**src/rtl/bram_writer_in.sv**
```systemverilog
// Stream-to-frame-buffer writer: writes SOF-aligned frames into alternating BRAM banks
// and hands each completed bank to the reader, never overrunning the bank being read.
module bram_writer_in #(
   parameter int unsigned width      = 120,
   parameter int unsigned height     = 240,
   parameter int unsigned frame_size = width * height,
   parameter int unsigned addr_bits  = $clog2(frame_size),
   parameter int unsigned data_width = 21
) (
   input  logic                  clk,
   input  logic                  reset_n,
   input  logic [data_width-1:0] in_data,
   input  logic                  in_sof,
   input  logic                  in_valid,
   output logic                  in_ready,
   output logic                  wr_en,
   output logic                  wr_bram_index,
   output logic [addr_bits-1:0]  wr_address,
   output logic [data_width-1:0] wr_data,
   input  logic                  reader_idle,
   input  logic                  reader_bram_index,
   output logic                  frame_done,
   output logic                  frame_bram_index,
   output logic [7:0]            sync_errors
);

   typedef enum logic [1:0] {ST_SYNC, ST_RUNNING, ST_WAIT_BANK} state_t;

   localparam logic [addr_bits-1:0] LAST_ADDR = addr_bits'(frame_size - 1);

   state_t               state, state_nxt;
   logic [addr_bits-1:0] addr, addr_nxt;
   logic                 bank, bank_nxt;
   logic                 accept;
   logic                 do_write;
   logic [addr_bits-1:0] wr_addr_nxt;
   logic                 done_nxt;
   logic                 err_inc;
   logic                 next_bank_free;
   logic                 cur_bank_free;

   assign in_ready       = reset_n && (state != ST_WAIT_BANK);
   assign accept         = in_valid && in_ready;
   assign next_bank_free = reader_idle || (reader_bram_index != ~bank);
   assign cur_bank_free  = reader_idle || (reader_bram_index != bank);

   always_ff @(posedge clk or negedge reset_n) begin
      if (!reset_n) begin
         state <= ST_SYNC;
         addr  <= '0;
         bank  <= 1'b0;
      end else begin
         state <= state_nxt;
         addr  <= addr_nxt;
         bank  <= bank_nxt;
      end
   end

   always_comb begin
      state_nxt   = state;
      addr_nxt    = addr;
      bank_nxt    = bank;
      do_write    = 1'b0;
      wr_addr_nxt = addr;
      done_nxt    = 1'b0;
      err_inc     = 1'b0;
      unique case (state)
         ST_SYNC: begin
            if (accept) begin
               if (in_sof) begin
                  do_write    = 1'b1;
                  wr_addr_nxt = '0;
                  addr_nxt    = addr_bits'(1);
                  state_nxt   = ST_RUNNING;
               end else begin
                  err_inc = 1'b1;
               end
            end
         end
         ST_RUNNING: begin
            if (accept) begin
               do_write = 1'b1;
               // SOF mid-frame (including on the last address) restarts the same bank
               if (in_sof && addr != '0) begin
                  wr_addr_nxt = '0;
                  addr_nxt    = addr_bits'(1);
                  err_inc     = 1'b1;
               end else if (addr == LAST_ADDR) begin
                  done_nxt  = 1'b1;
                  bank_nxt  = ~bank;
                  addr_nxt  = '0;
                  state_nxt = next_bank_free ? ST_SYNC : ST_WAIT_BANK;
               end else begin
                  addr_nxt = addr + addr_bits'(1);
               end
            end
         end
         ST_WAIT_BANK: begin
            if (cur_bank_free) state_nxt = ST_SYNC;
         end
         default: state_nxt = ST_SYNC;
      endcase
   end

   always_ff @(posedge clk or negedge reset_n) begin
      if (!reset_n) begin
         wr_en            <= 1'b0;
         wr_address       <= '0;
         wr_data          <= '0;
         wr_bram_index    <= 1'b0;
         frame_done       <= 1'b0;
         frame_bram_index <= 1'b0;
         sync_errors      <= '0;
      end else begin
         wr_en      <= do_write;
         frame_done <= done_nxt;
         if (do_write) begin
            wr_address    <= wr_addr_nxt;
            wr_data       <= in_data;
            wr_bram_index <= bank;
         end
         if (done_nxt) frame_bram_index <= bank;
         if (err_inc && sync_errors != '1) sync_errors <= sync_errors + 8'd1;
      end
   end

endmodule

```
**config.mk**
```make
export PLATFORM = sky130hd
export DESIGN_NAME = bram_writer_in
export DESIGN_NICKNAME = d
export VERILOG_FILES = /design/src/rtl/bram_writer_in.sv
export SDC_FILE = /design/constraint.sdc
export NUM_CORES = 1
export LEC_CHECK = 0
export BUFFER_PORTS_ARGS = -buffer_cell sky130_fd_sc_hd__buf_4
export CORE_ASPECT_RATIO = 0.5
export CORE_MARGIN = 8
export CORE_UTILIZATION = 40
export DETAILED_ROUTE_END_ITERATION = 7
export HOLD_SLACK_MARGIN = 0.15
export PLACE_DENSITY_LB_ADDON = 0.15
export SYNTH_ARGS = -nofsm -noshare
export SYNTH_HDL_FRONTEND = slang
export SYNTH_SLANG_ARGS = --single-unit
```
**constraint.sdc**
```tcl
create_clock -name clk -period 1.9 [get_ports clk]
set_input_delay 0.285 -clock clk [delete_from_list [all_inputs] [get_ports clk]]
set_output_delay 0.285 -clock clk [all_outputs]
set_load 0.005 [all_outputs]
```
======== Word level (Yosys, flattened, before mapping) ========
Cells that the tools add are included.
storage, ports and cells
  input bits .............................. 27
  register bits after elaboration ......... 66
  word-level logic and storage cells ...... 71
operators by class
  muxes and demuxes ....................... 32
  eq/ne operators ......................... 13
  reductions and logical operators ........ 12
  bitwise operators ....................... 2
  add/sub/neg operators ................... 2
operators with widths
  cell                                           number
  two-way mux 15 bit                             9
  one-hot mux 15 bit (2 select lines)            2
  adder 15 x 1 -> 15 bit, second input constant  1
  == test 15 bit, second input constant          1
  nonzero test 15 bit                            1
  two-way mux 2 bit                              7
  != test 2 bit, second input constant           7
  two-way mux 1 bit                              11
  adder 8 x 1 -> 8 bit, second input constant    1
  != test 8 bit, second input constant           1
  AND reduction 4 bit                            2
  one-hot mux 2 bit (3 select lines)             1
  AND reduction 6 bit                            1
  logical AND 1 bit                              4
  one-hot mux 1 bit (2 select lines)             2
  == test 2 x 1 -> 1 bit, second input constant  1
  == test 2 bit, second input constant           1
  zero test 2 bit                                1
  logical OR 1 bit                               2
  != test 1 bit                                  2
  NOT 1 bit                                      2
  nonzero test 2 bit                             1

======== Depth between registers and ports, before layout ========
Gate-level depths: netlist of run 1.
  word-level depth ........................ 8
  depth in mapped cells ................... 9

======== Worst setup path before layout of run 1 ========
OpenSTA, ideal clock, no wires.
  path kind ............................... register -> register
  start ................................... register addr[8]
  end ..................................... register frame_bram_index
  period minus slack after synthesis ...... 1.821 ns
  cell stages (with the launch flop) ...... 7
  arrival time ............................ 1.693 ns
  buffers on the path ..................... 1
  required time ........................... 1.773 ns
  setup slack ............................. 0.079 ns
  library setup time ...................... 0.127 ns
  cell sequence ........................... dfrtp_1 -> clkbuf_2 -> nor4_1 -> nand4_1 -> a21oi_1 -> and2_2 -> mux2_1
on the way
  longest elaborated chain between the ends .. 5
  elaborated cells on any way between the ends .. 7
ends and longest elaborated chain
  element                                                        RTL line  text
  start: declaration                                             32        logic [addr_bits-1:0] addr, addr_nxt;
  start signal: assignment                                       54        addr <= addr_nxt;
  == test 15 bit / nonzero test 15 bit (equally long branches)   88, 84
  two-way mux 1 bit / logical AND 1 bit (equally long branches)  88, 84
  two-way mux 1 bit (*)                                          84        if (in_sof && addr != '0) begin
  two-way mux 1 bit (*)                                          81        if (accept) begin
  two-way mux 1 bit (*)                                          67        unique case (state)
  named net done_nxt                                             37        logic done_nxt;
  end signal: assignment                                         122       if (done_nxt) frame_bram_index <= bank;
  end: declaration                                               23        output logic frame_bram_index,
Mark *: on every way through the listed nets, which the timed path passes. The rest lies on a longest branch.
A chain may end at the register's enable or synchronous reset.

======== Worst setup path after layout of run 1 ========
  start ................................... register addr[0]
  end ..................................... register addr[14]
on the way
  longest elaborated chain between the ends .. 5
  elaborated cells on any way between the ends .. 8
ends and longest elaborated chain
  element                                                         RTL line  text
  adder 15 x 1 -> 15 bit, or another cell as far along            94        addr_nxt = addr + addr_bits'(1);
  two-way mux 15 bit / logical AND 1 bit (equally long branches)  88, 84
  two-way mux 15 bit (*)                                          84
  two-way mux 15 bit (*)                                          81
  one-hot mux 15 bit (2 select lines) (*)                         67
Every way passes the cells marked *; elsewhere a longest branch is shown, timed or not. The select of a mux whose other input is x is not followed.

==> results.yml, run 1 <==
routing:
  via_per_inst: 5.04
  wl_per_cell_um: 15.7
  drc: 0
  met1Wirelength_um: 3740
  first_pass_iters: 4
  ant_nets: 0
  drtIter0Drc: 211
  wl_met3_um: 646
  vias: 2615
  wirelength_um: 8170
  met2_length_um: 3740
  routed.top_layer: "met4"
timing:
  fin_tns_setup_ps: 0
  hold_viol: 0
  rsz0062_at_grt: "true"
  timing.final.crit_period_ps: 1850
  clock.fmax_ghz: 0.540
  setup_viol: 0
  worstMarginPinSlew_ps: 797
  relSlewSlack: 0.469
  finalCritPeriodShare: 0.975
  drv_slew: 0
  clock_skew_ps: 4.45
synthesis:
  syn-mean-instance-area_sq_um: 10.2
  ys_types: 52
  synthArstFlopShare: 1.00
  synth_cells: 294
  synth-warning-count: 0
  synth-edff-count: 0
  synth_area_sq_um: 3010
  syn_nets: 324
  yosysSeqAreaShare: 0.548
  synth_ff_type: "dfrtp_1"
  ys_ff_latch: 66
cells_and_area:
  nets: 449
  layoutNonFillerInstCount: 519
  area_growth_pct: 47.7
  drive_gt1_frac: 0.355
  diodes: 0
  final_core_util: 0.607
pwr:
  switching_share: 0.261
  power_frac_comb: 0.205
  switching_power_w: 0.00109
  seq_power_share: 0.412
  p_leak_nw: 2.25
  internal_power_w: 0.00309
  power_frac_clock: 0.383
  ir_drop_mv: 0.573
  power.density_nw_per_um2: 941
critical_path:
  cp_slowest_cell: "or4_1"
  arrival_ps: 2100
  crit_buf_inv: 1
  cp_cell_sequence: "ha_2 -> and3_4 -> buf_6 -> and4_4 -> nand3_2 -> or4_1 -> o21ai_1"
  end_kind: "flip-flop"
  critical_path.top_delay_family: "simple AND/OR/NAND/NOR gates"
  criticalPathCategory: "flip-flop to flip-flop"
  path_max_fanout: 4
  required_ps: 2150
  slowest_delay_ps: 460
  start_kind: "flip-flop"
clock_tree:
  htree_levels: 3
  cts_tree: "yes"
  clock_sink_count: 66
  cts_buffers: 9
  cts_root_buffer: "clkbuf_16"
  cts_max_path_buffers: 2
  clock_latency_ps: 330
  path_clk_slew_ps: 50
placed_design:
  dp_hpwl_um: 5650
  place_congestion: 0.859
  io_buffers: 75
  placed_cells: 481
die:
  core_sq_um: 7320
  rows: 22
  fp.dieW_um: 139
  ioPinCount: 76
  die_y_um: 77.4
  initial_utilization: 0.411
  dieArea_sq_um: 10700
global_routing:
  antenna_found_initial: 0
  grt-ovfl-total: 0
  grt_pass1_vias: 2747
  groute.usage.overall: 0.156
  grt_first_pass_wirelength_um: 13600
  grt_max_degree: 65
hold_path:
  hold_class: "primary input to flip-flop"
flow_run:
  maxCapViolCount: 0
outcome:
  status: "completed"
==> power by group through the flow <==
stage	combinational [W]	sequential [W]	clock (W)
after global routing	0.000942	0.00175	0.00172
final	0.000859	0.00172	0.00160
after global placement	0.000768	0.00173	0
after floorplan	0.000298	0.00175	0
after CTS	0.000837	0.00172	0.00164
after detailed placement	0.000794	0.00174	0
==> worst register-to-register path: cells and delay by family, from the launching register on <==
family	cells	cell delay [ps]
simple gates	4	980
flops	1	390
fa+ha+maj	1	210
buf+inv	1	110
compound gates	1	90
==> cell usage after synthesis, drive strengths merged, types with 2 or more instances <==
| cell type | count | share of area |
|---|---|---|
| nor3 | 3 | 0.0050 |
| nand4 | 7 | 0.015 |
| and4 | 5 | 0.016 |
| o211ai | 3 | 0.012 |
| mux2 | 2 | 0.0075 |
| a21o | 5 | 0.012 |
| nand3 | 10 | 0.017 |
| and2 | 3 | 0.0066 |
| dfrtp | 66 | 0.55 |
| clkbuf | 11 | 0.021 |
| nor2b | 2 | 0.0042 |
| and4b | 2 | 0.0066 |
| nand2 | 80 | 0.10 |
| and3 | 4 | 0.0091 |
| nor4 | 2 | 0.0042 |
| xor2 | 3 | 0.0087 |
| a21oi | 5 | 0.0083 |
| xnor2 | 6 | 0.017 |
| a22o | 22 | 0.065 |
| ha | 3 | 0.012 |
| buf | 3 | 0.0079 |
| nor2 | 11 | 0.014 |
| inv | 7 | 0.0087 |
| o21ai | 12 | 0.022 |
| nand2b | 2 | 0.0042 |
==> registers in the layout (all words and copies together), names as in the netlist <==
name	cells
wr_data	21
addr	15
wr_address	15
sync_errors	8
state	2
bank	1
frame_bram_index	1
frame_done	1
wr_bram_index	1
wr_en	1
==> final timing paths <==
| kind | startpoint | end | slack [ps] | cells past startpoint |
|---|---|---|---|---|
| setup / recovery | addr[0] | addr[14] | 50 | 7 |
| hold / removal | in_data[5] | wr_data[5] | 160 | 3 |
| setup reg to reg | addr[0] | addr[14] | 50 | 7 |
| hold reg to reg | wr_data[18] | wr_data[18] | 480 | 2 |
| max in group asynchronous | reset_n | wr_address[12] | 630 | 3 |
| min in group asynchronous | reset_n | addr[7] | 300 | 2 |
==> cell type report <==
type,count,area (sq um)
inverters,7,26.3
well taps,96,120
clock inverters,3,40.0
repair buffers,128,1040
flip-flops and latches,66,1650
fillers,604,2870
clock buffers,12,246
multi-input cells,207,1330
==> kinds of logic after synthesis <==
| family | Yosys count | synth area share |
|---|---|---|
| flops | 66 | 0.548 |
| mux | 3 | 0.0108 |
| fa+ha+maj | 3 | 0.0125 |
| simple gates | 137 | 0.221 |
| compound gates | 55 | 0.144 |
| xor+xnor | 9 | 0.0262 |
| buf+inv | 21 | 0.0378 |
==> through the flow <==
step | power [W] | hold WS, ps | cell area, sq um | setup WS [ps]
floorplan | 0.00204 | -10.6 | 3010 | 79.2
global placement | 0.00250 | 98.1 | 3850 | -18.8
detailed placement | 0.00253 | 101 | 3850 | -50.6
CTS | 0.00419 | 150 | 4360 | -22.9
global route | 0.00441 | 160 | 4450 | -30.3
finish | 0.00419 | 156 | 4450 | 47.2
==> layout by cell type (no fill, tap or decap), drive strengths merged, types with 2 or more instances in the layout <==
cell | synthesis | layout
nand3 | 10 | 10
clkbuf | 11 | 12
and3 | 4 | 4
inv | 7 | 7
and2 | 3 | 3
mux2 | 2 | 2
nand2 | 80 | 80
nor3 | 3 | 3
nor2 | 11 | 11
buf | 3 | 109
and4b | 2 | 2
o211ai | 3 | 3
xor2 | 3 | 3
a21oi | 5 | 5
nand2b | 2 | 2
clkinv | 0 | 2
xnor2 | 6 | 6
ha | 3 | 3
nor4 | 2 | 2
a21o | 5 | 5
dfrtp | 66 | 66
a22o | 22 | 22
o21ai | 12 | 12
nand4 | 7 | 7
and4 | 5 | 5
nor2b | 2 | 2
dlygate4sd3 | 0 | 19
==> routing by layer <==
metal	track usage	vias to the layer above
li1	-	1271
met1	0.192	1251
met2	0.244	86
met3	0.0708	7
met4	0.0445	0
met5	0	-
==> timing repair <==
| action | in CTS | in global routing |
|---|---|---|
| setup buffers | 1 | 3 |
| cloned | 0 | 0 |
| hold buffers | 19 | 0 |
| endpoints found under the hold margin | 20 | 0 |
| setup endpoints to repair | 11 | 33 |
| gates resized for setup | 5 | 21 |
| pin swaps | 0 | 7 |
Note: power is estimated with default switching activity, not from simulation.
==> run 2: changes to the inputs <==
- CORE_UTILIZATION: 40 -> 48
==> run 2 against run 1 <==
  * Critical endpoint unchanged
  * First-iteration DRC count decreased by 29%
  * Global-route usage grew 2.9 points
  * Register-to-register slack worse by 30 ps
  * Non-clock buffer count is the same
  * Clock power increased by 11%
  * Clock skew increased by 1.8 ps
  * Core utilization rose by 13 points
  * Clock-buffer cell count decreased by 2
  * Flip-flop and latch count did not move
==> results.yml, run 2 (same netlist as run 1, synthesis figures left out) <==
outcome:
  status: "completed"
routing:
  first_pass_iters: 4
  via_per_inst: 5.27
  drtIter0Drc: 150
  drc: 0
  wirelength_um: 8430
  wl_per_cell_um: 16.4
  ant_nets: 0
  vias: 2701
placed_design:
  placed_area_sq_um: 3800
  dp_hpwl_um: 5470
  place_congestion: 0.850
  io_buffers: 75
  place_ws_ps: -80.9
global_routing:
  groute.usage.overall: 0.185
  antenna_found_initial: 0
  grt_pass1_vias: 2734
  grt-ovfl-total: 0
  grt_max_degree: 50
  grt_first_pass_wirelength_um: 13400
pwr:
  power.total_w: 0.00434
  p_leak_nw: 2.24
  power.density_nw_per_um2: 974
  ir_drop_mv: 0.790
timing:
  clock_skew_ps: 6.26
  setup_viol: 0
  rsz0062_at_grt: "true"
  relSlewSlack: 0.447
  timing.final.crit_period_ps: 1880
  drv_slew: 0
  fin_tns_setup_ps: 0
  setup_ws_ps: 17.0
  clock.fmax_ghz: 0.531
  worstMarginPinSlew_ps: 827
  finalCritPeriodShare: 0.991
  hold_viol: 0
critical_path:
  rrSetupSlack_ps: 20
  r2r-end: "addr[14]"
  r2r_cells: 7
  r2r_start: "addr[1]"
  path_max_fanout: 4
  end_kind: "flip-flop"
  criticalPathCategory: "flip-flop to flip-flop"
  required_ps: 2160
  arrival_ps: 2140
  start_kind: "flip-flop"
cells_and_area:
  drive_gt1_frac: 0.351
  regMostFlops: "wr_data"
  fin_area_sq_um: 4460
  diodes: 0
  final_common_cell: "buf_4"
  final_cell_mix: "buf_4, nand2_1, dfrtp_1"
  nets: 450
  final_core_util: 0.736
  area_growth_pct: 47.9
  nFillCells: 437
  largest_register_ffs: 21
  reg_top3: "wr_data: 21 flops, addr: 15 flops, wr_address: 15 flops"
clock_tree:
  cts_root_buffer: "clkbuf_16"
  cts_tree: "yes"
  htree_levels: 3
  clock_sink_count: 66
  cts_max_path_buffers: 2
  clock_latency_ps: 330
  path_clk_slew_ps: 50
  cts_buffers: 9
die:
  die_y_um: 72.0
  ioPinCount: 76
  core_sq_um: 6060
  initial_utilization: 0.497
  fp.dieW_um: 128
  rows: 20
  dieArea_sq_um: 9220
hold_path:
  hold_class: "primary input to asynchronous set/reset pin"
flow_run:
  maxCapViolCount: 0
run 2: cell types whose count changed in the layout (fill, tap and decap cells not counted), moves of 2 or more:
cell and delta:
dlygate4sd3_1 +3, clkbuf_1 -2, buf_6 -2, clkinv_2 +2
run 2: through the flow:
step | instances | hold WS [ps]
6_report | 513 | 95.0
5_1_grt | 513 | 151
4_1_cts | 508 | 109
3_5_place_dp | 468 | 303
3_3_place_gp | 468 | 294
2_1_floorplan | 294 | -10.6
run 2: area by class of cell:
type / instances / area, sq um / area share
timing repair buffer: 128 / 1040 / 0.233
clock inverter: 6 / 80.1 / 0.0180
inverter: 7 / 26.3 / 0.00590
multi-input combinational: 208 / 1310 / 0.294
sequential: 66 / 1650 / 0.371
tap: 88 / 110 / 0.0247
clock buffer: 10 / 239 / 0.0536
run 2: how the worst max path moves through the flow:
stage | startpoint | endpoint | slack [ps] | cells past startpoint
2_1_floorplan | addr[8] | frame_bram_index | 80 | 6
3_3_place_gp | addr[0] | addr[3] | -30 | 7
3_5_place_dp | addr[0] | addr[3] | -80 | 7
4_1_cts | addr[0] | addr[14] | 1 | 7
5_1_grt | addr[0] | addr[14] | -50 | 7
6_report | addr[1] | addr[14] | 20 | 7
run 2: power breakdown:
part / internal (W) / switching (W) / leakage (nW)
clock network: 0.00117 / 0.000593 / 0.162
logic: 0.000474 / 0.000367 / 1.22
registers: 0.00158 / 0.000155 / 0.858
run 2: worst max-delay path, cell delays in order, from the launching register on:
cell and delay, ps:
dfrtp_1 410, inv_2 100, ha_4 130, nor4b_4 240, and4_4 320, o211ai_4 110, or4_1 420, o21ai_1 90
run 2: metal layers:
layer	share of wire	vias to the layer above	GRT usage
met3	0.086	17	0.0877
met1	0.43	1305	0.213
li1	-	1283	-
met2	0.47	96	0.294
met5	0	-	0
met4	0.016	0	0.0718
run 2: repair_timing:
item / in CTS / in global routing
gates cloned: 0 / 1
buffers inserted: 2 / 4
pin swaps: 1 / 11
hold endpoints to repair: 87 / 0
gates resized for setup: 3 / 16
hold buffers: 22 / 0
setup endpoints to repair: 25 / 56
==> run 3: changes to the inputs <==
- CORE_MARGIN: 8 -> 2
- CTS_BUF_LIST: default -> sky130_fd_sc_hd__clkbuf_4 sky130_fd_sc_hd__clkbuf_8 sky130_fd_sc_hd__clkbuf_16
- GPL_ROUTABILITY_DRIVEN: default -> 0
==> run 3 against run 2 <==
  * Register-to-register slack about the same
  * Clock skew hardly changed
  * Critical path depth rose by 1
  * Setup slack better by 13 ps
  * Clock-buffer cell count increased by 3
  * Sequential power about the same
  * Hold slack improved by 55 ps
  * Largest power group is now sequential cells
  * Core utilization shrank 1.1 points
  * Maximum frequency up 0.67%
  * Global-route usage rose by 5.0 points
  * Die area is 24% lower
  * Flip-flop and latch count is the same
==> results.yml, run 3 (same netlist as run 1, synthesis figures left out) <==
global_routing:
  grt_max_degree: 65
  groute.usage.overall: 0.234
  antenna_found_initial: 0
  grt_pass1_vias: 2654
  grt_first_pass_wirelength_um: 12300
  grt-ovfl-total: 0
clock_tree:
  cts_buffers: 9
  clock_sink_count: 66
  path_clk_slew_ps: 50
  htree_levels: 3
  cts_tree: "yes"
  clock_latency_ps: 330
  cts_max_path_buffers: 2
  cts_root_buffer: "clkbuf_16"
routing:
  drtIter0Drc: 178
  via_per_inst: 5.29
  first_pass_iters: 4
  vias: 2681
  drc: 0
  wirelength_um: 7810
  ant_nets: 0
  wl_per_cell_um: 15.4
pwr:
  power.density_nw_per_um2: 970
  power.total_w: 0.00426
  ir_drop_mv: 0.679
  p_leak_nw: 2.23
critical_path:
  r2r_start: "addr[1]"
  required_ps: 2110
  crit_path_start: "addr[1]"
  end_kind: "flip-flop"
  path_max_fanout: 3
  criticalPathCategory: "flip-flop to flip-flop"
  start_kind: "flip-flop"
  rrSetupSlack_ps: 30
  arrival_ps: 2080
placed_design:
  dp_hpwl_um: 5000
  io_buffers: 75
  placed_area_sq_um: 3830
timing:
  drv_slew: 0
  worstMarginPinSlew_ps: 787
  relSlewSlack: 0.475
  finalCritPeriodShare: 0.984
  clock_skew_ps: 6.62
  clock.fmax_ghz: 0.535
  setup_viol: 0
  hold_viol: 0
  timing.final.crit_period_ps: 1870
cells_and_area:
  fin_area_sq_um: 4390
  final_core_util: 0.725
  diodes: 0
  final_common_cell: "buf_4"
  reg_top3: "wr_data: 21 flops, addr: 15 flops, wr_address: 15 flops"
  drive_gt1_frac: 0.363
  nets: 445
  area_growth_pct: 45.8
  final_cell_mix: "buf_4, nand2_1, dfrtp_1"
  largest_register_ffs: 21
  regMostFlops: "wr_data"
die:
  core_sq_um: 6060
  fp.dieW_um: 116
  die_y_um: 60.0
  dieArea_sq_um: 6960
  ioPinCount: 76
  initial_utilization: 0.497
  rows: 20
hold_path:
  hp-start: "in_data[4]"
  hold_class: "primary input to flip-flop"
outcome:
  status: "completed"
flow_run:
  maxCapViolCount: 0
-- run 3: metal layers --
metal,global-route usage,wire (um),part of all wire,vias up
met5,0,0,0,-
met4,0.0748,91,0.012,0
met3,0.0892,560,0.072,10
met2,0.383,3680,0.47,85
met1,0.293,3490,0.45,1315
li1,-,-,-,1271
-- run 3: where the power goes --
group | switching (W) | total (W) | internal (W)
Combinational | 0.000346 | 0.000813 | 0.000467
Clock | 0.000581 | 0.00171 | 0.00113
Sequential | 0.000164 | 0.00174 | 0.00158
-- run 3: layout make-up --
type	instances	area (sq um)
clock buffer	13	274
clock inverter	2	35.0
fill	448	1660
inverter	7	26.3
multi-input combinational	208	1330
sequential	66	1650
tap	88	110
timing repair buffer	123	968
-- run 3: critical path, cell delays in order, from the launching register on --
cell,delay (ps)
dfrtp_1,410
inv_1,80
ha_1,140
nor4b_4,200
buf_4,150
nand3_1,100
a21oi_2,180
and2_2,170
mux2_1,310
-- run 3: timing repair --
item	CTS	global route
pin swaps	1	7
endpoints found under the setup margin	3	55
cloned	0	1
resized for setup	2	14
buffers inserted	2	5
hold endpoints to repair	14	0
hold buffers	13	0
-- run 3: metrics by stage --
stage	TNS (ps)	hold slack, ps	instances	worst slack (ps)
floorplan	0	-10.6	294	79.2
global placement	0	94.7	471	44.0
detailed placement	-41.0	96.7	471	-29.8
CTS	0	150	501	0.825
global route	-140	158	507	-53.5
finish	0	150	507	29.5
-- run 3: path summary, 6_finish.rpt --
check,end,depth (start not counted)
min reg2reg,wr_data[10],2
min,wr_data[4],3
min in group asynchronous,sync_errors[6],2
max reg2reg,frame_bram_index,8
max in group asynchronous,addr[6],2
max,frame_bram_index,8
